`src/rtl/alu_pkg.sv`:
```
// Shared ALU definitions: op encoding and the
// arbiter sequencer state set.
package alu_pkg;

  typedef enum logic [3:0] {
    ALU_ADD  = 4'd0,
    ALU_SUB  = 4'd1,
    ALU_AND  = 4'd2,
    ALU_OR   = 4'd3,
    ALU_XOR  = 4'd4,
    ALU_SLL  = 4'd5,
    ALU_SRL  = 4'd6,
    ALU_SRA  = 4'd7,
    ALU_SLT  = 4'd8,
    ALU_SLTU = 4'd9
  } alu_op_t;

  typedef enum logic [1:0] {
    IDLE  = 2'd0,
    ISSUE = 2'd1,
    WAIT  = 2'd2,
    RESP  = 2'd3
  } arb_state_t;

endpackage

```
`src/rtl/alu_arbiter_rr_picker.sv`:
```
// Round-robin picker: first valid request at or
// above ptr, wrapping around.
module rr_picker #(
  parameter int N_REQ = 4,
  localparam int IW = $clog2(N_REQ)
) (
  input  logic [N_REQ-1:0] req,
  input  logic [IW-1:0]    ptr,
  output logic [N_REQ-1:0] grant,
  output logic [IW-1:0]    idx,
  output logic             any
);

  // scan from ptr with wrap, keep the first hit
  always_comb begin
    logic [IW-1:0] j;
    grant = '0;
    idx   = '0;
    any   = 1'b0;
    j     = '0;
    for (int k = 0; k < N_REQ; k++) begin
      j = IW'((int'(ptr) + k) % N_REQ);
      if (!any && req[j]) begin
        any      = 1'b1;
        grant[j] = 1'b1;
        idx      = j;
      end
    end
  end

endmodule

```
`src/rtl/alu_arbiter.sv`:
```
// Shares one ALU between N_REQ requesters; one op
// in flight, round-robin order, watchdog on results.
import alu_pkg::*;

module alu_arbiter #(
  parameter int N_REQ   = 4,
  parameter int DATA_W  = 32,
  parameter int OP_W    = 4,
  parameter int TIMEOUT = 15
) (
  input  logic                   clk,
  input  logic                   reset_n,
  input  logic [N_REQ-1:0]       req_valid,
  output logic [N_REQ-1:0]       req_ready,
  input  logic [N_REQ*OP_W-1:0]  req_op,
  input  logic [N_REQ*DATA_W-1:0] req_a,
  input  logic [N_REQ*DATA_W-1:0] req_b,
  output logic [N_REQ-1:0]       rsp_valid,
  input  logic [N_REQ-1:0]       rsp_ready,
  output logic [DATA_W-1:0]      rsp_data,
  output logic                   rsp_err,
  output logic                   alu_inputs_valid,
  output logic [OP_W-1:0]        alu_op_code,
  output logic [DATA_W-1:0]      alu_input_a,
  output logic [DATA_W-1:0]      alu_input_b,
  input  logic [DATA_W-1:0]      alu_result,
  input  logic                   alu_result_valid,
  output logic                   busy
);

  localparam int IW = $clog2(N_REQ);
  localparam int CW = $clog2(TIMEOUT + 1);

  arb_state_t        state;
  logic [IW-1:0]     rr_ptr;
  logic [IW-1:0]     owner;
  logic [OP_W-1:0]   op_q;
  logic [DATA_W-1:0] a_q;
  logic [DATA_W-1:0] b_q;
  logic [DATA_W-1:0] data_q;
  logic              err_q;
  logic [CW-1:0]     cnt;

  logic [N_REQ-1:0]  pick_grant;
  logic [IW-1:0]     pick_idx;
  logic              pick_any;
  logic [N_REQ-1:0]  owner_oh;

  logic [OP_W-1:0]   op_arr [N_REQ];
  logic [DATA_W-1:0] a_arr  [N_REQ];
  logic [DATA_W-1:0] b_arr  [N_REQ];

  rr_picker #(
    .N_REQ (N_REQ)
  ) u_pick (
    .req   (req_valid),
    .ptr   (rr_ptr),
    .grant (pick_grant),
    .idx   (pick_idx),
    .any   (pick_any)
  );

  // unpack the flat request buses per requester
  always_comb begin
    for (int i = 0; i < N_REQ; i++) begin
      op_arr[i] = req_op[i*OP_W +: OP_W];
      a_arr[i]  = req_a[i*DATA_W +: DATA_W];
      b_arr[i]  = req_b[i*DATA_W +: DATA_W];
    end
  end

  // sequencer: accept, issue, wait/watchdog, respond
  always_ff @(posedge clk or negedge reset_n) begin
    if (!reset_n) begin
      state  <= IDLE;
      rr_ptr <= '0;
      owner  <= '0;
      op_q   <= '0;
      a_q    <= '0;
      b_q    <= '0;
      data_q <= '0;
      err_q  <= 1'b0;
      cnt    <= '0;
    end else begin
      unique case (state)
        IDLE: begin
          if (pick_any) begin
            owner <= pick_idx;
            op_q  <= op_arr[pick_idx];
            a_q   <= a_arr[pick_idx];
            b_q   <= b_arr[pick_idx];
            state <= ISSUE;
          end
        end
        ISSUE: begin
          cnt   <= '0;
          state <= WAIT;
        end
        WAIT: begin
          if (alu_result_valid) begin
            data_q <= alu_result;
            err_q  <= 1'b0;
            state  <= RESP;
          end else if (cnt == CW'(TIMEOUT)) begin
            data_q <= '0;
            err_q  <= 1'b1;
            state  <= RESP;
          end else begin
            cnt <= cnt + 1'b1;
          end
        end
        RESP: begin
          if (rsp_ready[owner]) begin
            rr_ptr <= (owner == IW'(N_REQ - 1))
                    ? '0 : owner + 1'b1;
            state  <= IDLE;
          end
        end
        default: state <= IDLE;
      endcase
    end
  end

  // one-hot owner for the response strobe
  always_comb begin
    owner_oh        = '0;
    owner_oh[owner] = 1'b1;
  end

  assign req_ready = (state == IDLE && reset_n)
                   ? pick_grant : '0;

  assign alu_inputs_valid = (state == ISSUE);
  assign alu_op_code      = op_q;
  assign alu_input_a      = a_q;
  assign alu_input_b      = b_q;

  assign rsp_valid = (state == RESP) ? owner_oh : '0;
  assign rsp_data  = (state == RESP) ? data_q : '0;
  assign rsp_err   = (state == RESP) && err_q;

  assign busy = (state != IDLE);

endmodule

```
`config.mk`:
```
export PLATFORM = sky130hd
export DESIGN_NAME = alu_arbiter
export DESIGN_NICKNAME = d
export VERILOG_FILES = /design/src/rtl/alu_pkg.sv /design/src/rtl/alu_arbiter_rr_picker.sv /design/src/rtl/alu_arbiter.sv
export SDC_FILE = /design/constraint.sdc
export NUM_CORES = 1
export LEC_CHECK = 0
export ABC_AREA = 1
export BUFFER_PORTS_ARGS = -buffer_cell sky130_fd_sc_hd__clkbuf_2
export CAP_MARGIN = 20
export CORE_AREA = 5 5 161 163
export CTS_CLUSTER_SIZE = 12
export DETAILED_ROUTE_END_ITERATION = 7
export DIE_AREA = 0 0 166 168
export GPL_TIMING_DRIVEN = 0
export HOLD_SLACK_MARGIN = 0.1
export PLACE_DENSITY = 0.68
export SYNTH_ARGS = -nofsm -noshare
export SYNTH_HDL_FRONTEND = slang
export SYNTH_HIERARCHICAL = 1
export SYNTH_SLANG_ARGS = --single-unit
```
`constraint.sdc`:
```
create_clock -name clk -period 4 [get_ports clk]
set_input_delay 0 -clock clk [delete_from_list [all_inputs] [get_ports clk]]
set_output_delay 0 -clock clk [all_outputs]
set_load 0.01 [all_outputs]
```
==> flow_results.xml <==
<?xml version="1.0" encoding="UTF-8"?>
<metrics>
  <group name="outcome">
    <metric name="status" unit="">finished clean</metric>
  </group>
  <group name="floorplanning">
    <metric name="die_y" unit="um">168</metric>
    <metric name="placeableCoreArea" unit="mm^2">0.0242</metric>
    <metric name="floorplan.die_area" unit="mm^2">0.0279</metric>
    <metric name="num_rows" unit="">57</metric>
    <metric name="pin_count" unit="">426</metric>
    <metric name="starting_density_of_the_core" unit="">0.295</metric>
    <metric name="die_width" unit="um">166</metric>
  </group>
  <group name="sta">
    <metric name="finalSetupTns" unit="ps">0</metric>
    <metric name="setup_violations" unit="">0</metric>
    <metric name="layout_min_cycle_time" unit="ps">3740</metric>
    <metric name="worst_slew_margin" unit="">0.550</metric>
    <metric name="timing.final.crit_share" unit="">0.935</metric>
    <metric name="timing_hold_violations_final" unit="">0</metric>
    <metric name="max_freq" unit="MHz">267</metric>
    <metric name="grt_setup_unrepaired" unit="">no</metric>
    <metric name="final_max_slew_viol_count" unit="">0</metric>
    <metric name="tightestPinTransition" unit="ps">676</metric>
    <metric name="skew" unit="ps">14.3</metric>
  </group>
  <group name="setup_path">
    <metric name="critical_path_peak_fanout" unit="">10</metric>
    <metric name="timing.setup.critical_path_class" unit="">register to register</metric>
    <metric name="worstPathArrival" unit="ps">3960</metric>
    <metric name="timing.reg2reg.setup_slack" unit="ps">260</metric>
    <metric name="worst_setup_path_start_kind" unit="">register</metric>
    <metric name="worst_setup_sp" unit="">rr_ptr[1]</metric>
    <metric name="cp-end-kind" unit="">register</metric>
    <metric name="critical_path.reg2reg.endpoint" unit="">alu_input_a[14]</metric>
    <metric name="worst-r2r-cell-count" unit="">15</metric>
    <metric name="worst-endpoint-required" unit="ps">4220</metric>
    <metric name="worstReg2RegStart" unit="">rr_ptr[1]</metric>
  </group>
  <group name="yosys">
    <metric name="synth_top_family_by_area" unit="">simple AND/OR/NAND/NOR gates</metric>
    <metric name="synth.avg_cell_area" unit="um^2">7.17</metric>
    <metric name="synth.yosys.seq_area_share" unit="">0.390</metric>
    <metric name="ys.warnings.count" unit="">6</metric>
    <metric name="post_synth_xor_area_fraction" unit="">0</metric>
    <metric name="yosys.area_share.simple" unit="">0.314</metric>
    <metric name="share_of_synthesized_cell_area_in_full_adder_half_adder_and_majority_cells" unit="">0.0281</metric>
    <metric name="synth.net_count" unit="">1326</metric>
    <metric name="synth_compound_area_frac" unit="">0.186</metric>
    <metric name="synthCells" unit="">995</metric>
    <metric name="synth.cell_area" unit="mm^2">0.00713</metric>
    <metric name="synth.area.mux_share" unit="">0</metric>
    <metric name="synth.ff_latch_count" unit="">111</metric>
    <metric name="netlist-cell-type-count" unit="">28</metric>
  </group>
  <group name="clock_network">
    <metric name="clk_root_buffer_cell" unit="">sky130_fd_sc_hd__clkbuf_16</metric>
    <metric name="cts_tree" unit="">yes</metric>
    <metric name="clock_buffers_created_by_tritoncts" unit="">9</metric>
    <metric name="clkSinkCount" unit="">111</metric>
    <metric name="worstSkewPairLatency" unit="ps">360</metric>
    <metric name="ctsLongestPathBuffers" unit="">2</metric>
    <metric name="worst_setup_hold_path_clk_slew" unit="ps">90</metric>
    <metric name="clock_tree.htree_level_count" unit="">3</metric>
  </group>
  <group name="drt">
    <metric name="top_signal_layer_used" unit="">met4</metric>
    <metric name="wl_met3" unit="um">2730</metric>
    <metric name="detailroute.via_count" unit="">9848</metric>
    <metric name="route.detailed.wl_per_inst" unit="um">17.6</metric>
    <metric name="detailedRoute.firstIterationViolations" unit="">664</metric>
    <metric name="route.detailed.vias_per_inst" unit="">4.93</metric>
    <metric name="wl_met2" unit="um">17400</metric>
    <metric name="ant_nets" unit="">0</metric>
    <metric name="met1_length" unit="um">13600</metric>
    <metric name="detail_route.wirelength" unit="um">35200</metric>
    <metric name="drt_first_pass_iters" unit="">5</metric>
    <metric name="drcViolationCount" unit="">0</metric>
  </group>
  <group name="min_path">
    <metric name="hold-path-endpoint" unit="">alu_input_b[10]</metric>
    <metric name="hold_path.startpoint" unit="">req_b[74]</metric>
    <metric name="hold_removal_path_class" unit="">input port to register</metric>
    <metric name="timing.hold.worst_path_depth" unit="">5</metric>
  </group>
  <group name="run">
    <metric name="maxCapViolations" unit="">0</metric>
  </group>
  <group name="placed_design">
    <metric name="dp_hpwl" unit="um">25600</metric>
    <metric name="number_of_i_o_port_buffers" unit="">425</metric>
    <metric name="place.gp.congestion" unit="">0.905</metric>
  </group>
  <group name="power_and_ir_drop">
    <metric name="power-per-cell-area" unit="mW/mm^2">933</metric>
    <metric name="p_total" unit="W">0.0115</metric>
    <metric name="power_leakage" unit="nW">6.54</metric>
    <metric name="peakVddDrop" unit="uV">506</metric>
  </group>
  <group name="cells_and_area">
    <metric name="area_growth" unit="%">73.3</metric>
    <metric name="fillCellCount" unit="">2262</metric>
    <metric name="nets" unit="">1997</metric>
    <metric name="drive_above_1_share" unit="">0.310</metric>
  </group>
  <group name="global_route">
    <metric name="grt_antenna_before_repair" unit="">2</metric>
    <metric name="grt_remaining_overflow" unit="">0</metric>
    <metric name="grt_max_degree" unit="">62</metric>
    <metric name="grt_first_pass_wirelength" unit="um">55000</metric>
    <metric name="grt_usage" unit="">0.243</metric>
    <metric name="grt_pass1_vias" unit="">10200</metric>
  </group>
</metrics>
==> cells in the mapped netlist <==
cell / n / area (um^2)
sky130_fd_sc_hd__nand2_1: 284 / 1070
sky130_fd_sc_hd__dfrtp_1: 111 / 2780
sky130_fd_sc_hd__nor2_1: 85 / 319
sky130_fd_sc_hd__o21ai_1: 76 / 380
sky130_fd_sc_hd__o211ai_1: 63 / 473
sky130_fd_sc_hd__or2_1: 60 / 375
sky130_fd_sc_hd__inv_1: 57 / 214
sky130_fd_sc_hd__nand3_1: 56 / 280
sky130_fd_sc_hd__o22ai_1: 36 / 225
sky130_fd_sc_hd__buf_2: 35 / 175
sky130_fd_sc_hd__o21ai_0: 34 / 170
sky130_fd_sc_hd__clkbuf_1: 25 / 93.8
sky130_fd_sc_hd__ha_1: 16 / 200
sky130_fd_sc_hd__nand2_2: 9 / 56.3
sky130_fd_sc_hd__a21oi_1: 8 / 40.0
sky130_fd_sc_hd__inv_2: 8 / 30.0
sky130_fd_sc_hd__nand4_1: 8 / 50.1
sky130_fd_sc_hd__buf_4: 5 / 37.5
sky130_fd_sc_hd__or2_2: 5 / 31.3
sky130_fd_sc_hd__a21boi_0: 4 / 30.0
sky130_fd_sc_hd__buf_6: 3 / 33.8
sky130_fd_sc_hd__nand2_4: 1 / 11.3
sky130_fd_sc_hd__nand3_2: 1 / 10.0
sky130_fd_sc_hd__nand3_4: 1 / 17.5
sky130_fd_sc_hd__nor2_2: 1 / 6.26
sky130_fd_sc_hd__nor2_4: 1 / 11.3
sky130_fd_sc_hd__o2111ai_1: 1 / 8.76
sky130_fd_sc_hd__or2_0: 1 / 6.26
==> cells in the final DEF (no fill, tap or decap), types with 2 or more instances in the layout <==
cell / n
sky130_fd_sc_hd__o211ai_1: 63
sky130_fd_sc_hd__o21ai_0: 34
sky130_fd_sc_hd__buf_6: 3
sky130_fd_sc_hd__nand4_1: 8
sky130_fd_sc_hd__clkbuf_1: 21
sky130_fd_sc_hd__inv_2: 8
sky130_fd_sc_hd__buf_2: 35
sky130_fd_sc_hd__o22ai_1: 36
sky130_fd_sc_hd__dfrtp_1: 110
sky130_fd_sc_hd__nand2_2: 9
sky130_fd_sc_hd__clkinv_8: 2
sky130_fd_sc_hd__buf_4: 5
sky130_fd_sc_hd__a21oi_1: 8
sky130_fd_sc_hd__o21ai_1: 76
sky130_fd_sc_hd__ha_1: 16
sky130_fd_sc_hd__nor2_2: 2
sky130_fd_sc_hd__diode_2: 2
sky130_fd_sc_hd__inv_8: 2
sky130_fd_sc_hd__clkbuf_16: 9
sky130_fd_sc_hd__a21boi_0: 4
sky130_fd_sc_hd__dlygate4sd3_1: 234
sky130_fd_sc_hd__nand3_1: 56
sky130_fd_sc_hd__clkbuf_2: 428
sky130_fd_sc_hd__or2_1: 60
sky130_fd_sc_hd__inv_1: 57
sky130_fd_sc_hd__or2_2: 5
sky130_fd_sc_hd__nor2_1: 84
sky130_fd_sc_hd__nand2_1: 284
==> worst max-delay path by stage <==
stage,to,slack (ps),depth (start not counted)
floorplan,alu_input_a[0],1540,14
global placement,alu_input_b[10],560,14
detailed placement,alu_input_b[10],520,14
CTS,alu_input_b[6],50,15
global route,alu_input_a[5],30,15
finish,alu_input_a[14],260,15
==> registers in the layout, summed over array words and instances (netlist names), 2 cells and up <==
name         cells
rr_ptr           2
alu_input_b     32
alu_input_a     32
data_q          32
state            2
alu_op_code      4
owner            2
cnt              4
==> report_power, final <==
part	leakage, nW	switching [W]	internal, W
Sequential	1.38	0.000369	0.00169
Combinational	5.02	0.00486	0.00369
Clock	0.149	0.000480	0.000446
Total	6.54	0.00570	0.00583
==> metrics by stage <==
stage          instance area (um^2)  hold slack (ps)   util  worst slack (ps)  instances
3_3_place_gp                   9660              206  0.400               557       1744
4_1_cts                       12300              102  0.511              48.5       1995
2_1_floorplan                  7130             -296      -              1540        995
5_1_grt                       12400              149  0.511              26.7       1997
6_report                      12400              136  0.511               261       1997
3_5_place_dp                   9700            -10.7  0.401               522       1745
==> area by class of cell <==
type                            instances  area (um^2)  share of cell area
Antenna cell                            2         5.00            0.000405
Timing Repair Buffer                  660         4510               0.365
Multi-Input combinational cell        751         3770               0.305
Sequential cell                       111         2780               0.225
Clock buffer                            9          225              0.0182
Buffer                                 68          345              0.0279
Tap cell                              324          405              0.0328
Clock inverter                          7         77.6             0.00628
Inverter                               65          244              0.0197
==> worst max-delay path, cell delays in order, from the launching register on <==
cell and delay (ps):
sky130_fd_sc_hd__dfrtp_1 510, sky130_fd_sc_hd__inv_1 170, sky130_fd_sc_hd__ha_1 400, sky130_fd_sc_hd__inv_1 110
sky130_fd_sc_hd__nand3_1 90, sky130_fd_sc_hd__nand2_1 60, sky130_fd_sc_hd__nor2_2 260, sky130_fd_sc_hd__a21oi_1 110
sky130_fd_sc_hd__nand3_1 220, sky130_fd_sc_hd__buf_6 210, sky130_fd_sc_hd__inv_2 50, sky130_fd_sc_hd__buf_2 230
sky130_fd_sc_hd__buf_2 240, sky130_fd_sc_hd__o211ai_1 220, sky130_fd_sc_hd__dlygate4sd3_1 610, sky130_fd_sc_hd__o211ai_1 100
==> layer usage <==
layer	vias up	track usage
met5	-	0
met4	0	0.101
met3	101	0.0558
met2	541	0.428
met1	4579	0.287
li1	4627	-
==> logic make-up after synthesis <==
group,Yosys count
and+or+nand+nor,513
adders and majority gates,16
AOI/OAI and AO/OA,222
buffers and inverters,133
DFF,111
==> what timing repair did <==
| item | CTS | global route |
|---|---|---|
| gates resized for setup | 0 | 10 |
| setup endpoints to repair | 0 | 59 |
| hold buffers | 234 | 0 |
| endpoints found under the hold margin | 216 | 0 |
| setup buffers | 0 | 0 |
Note: power is estimated with default switching activity, not from simulation.
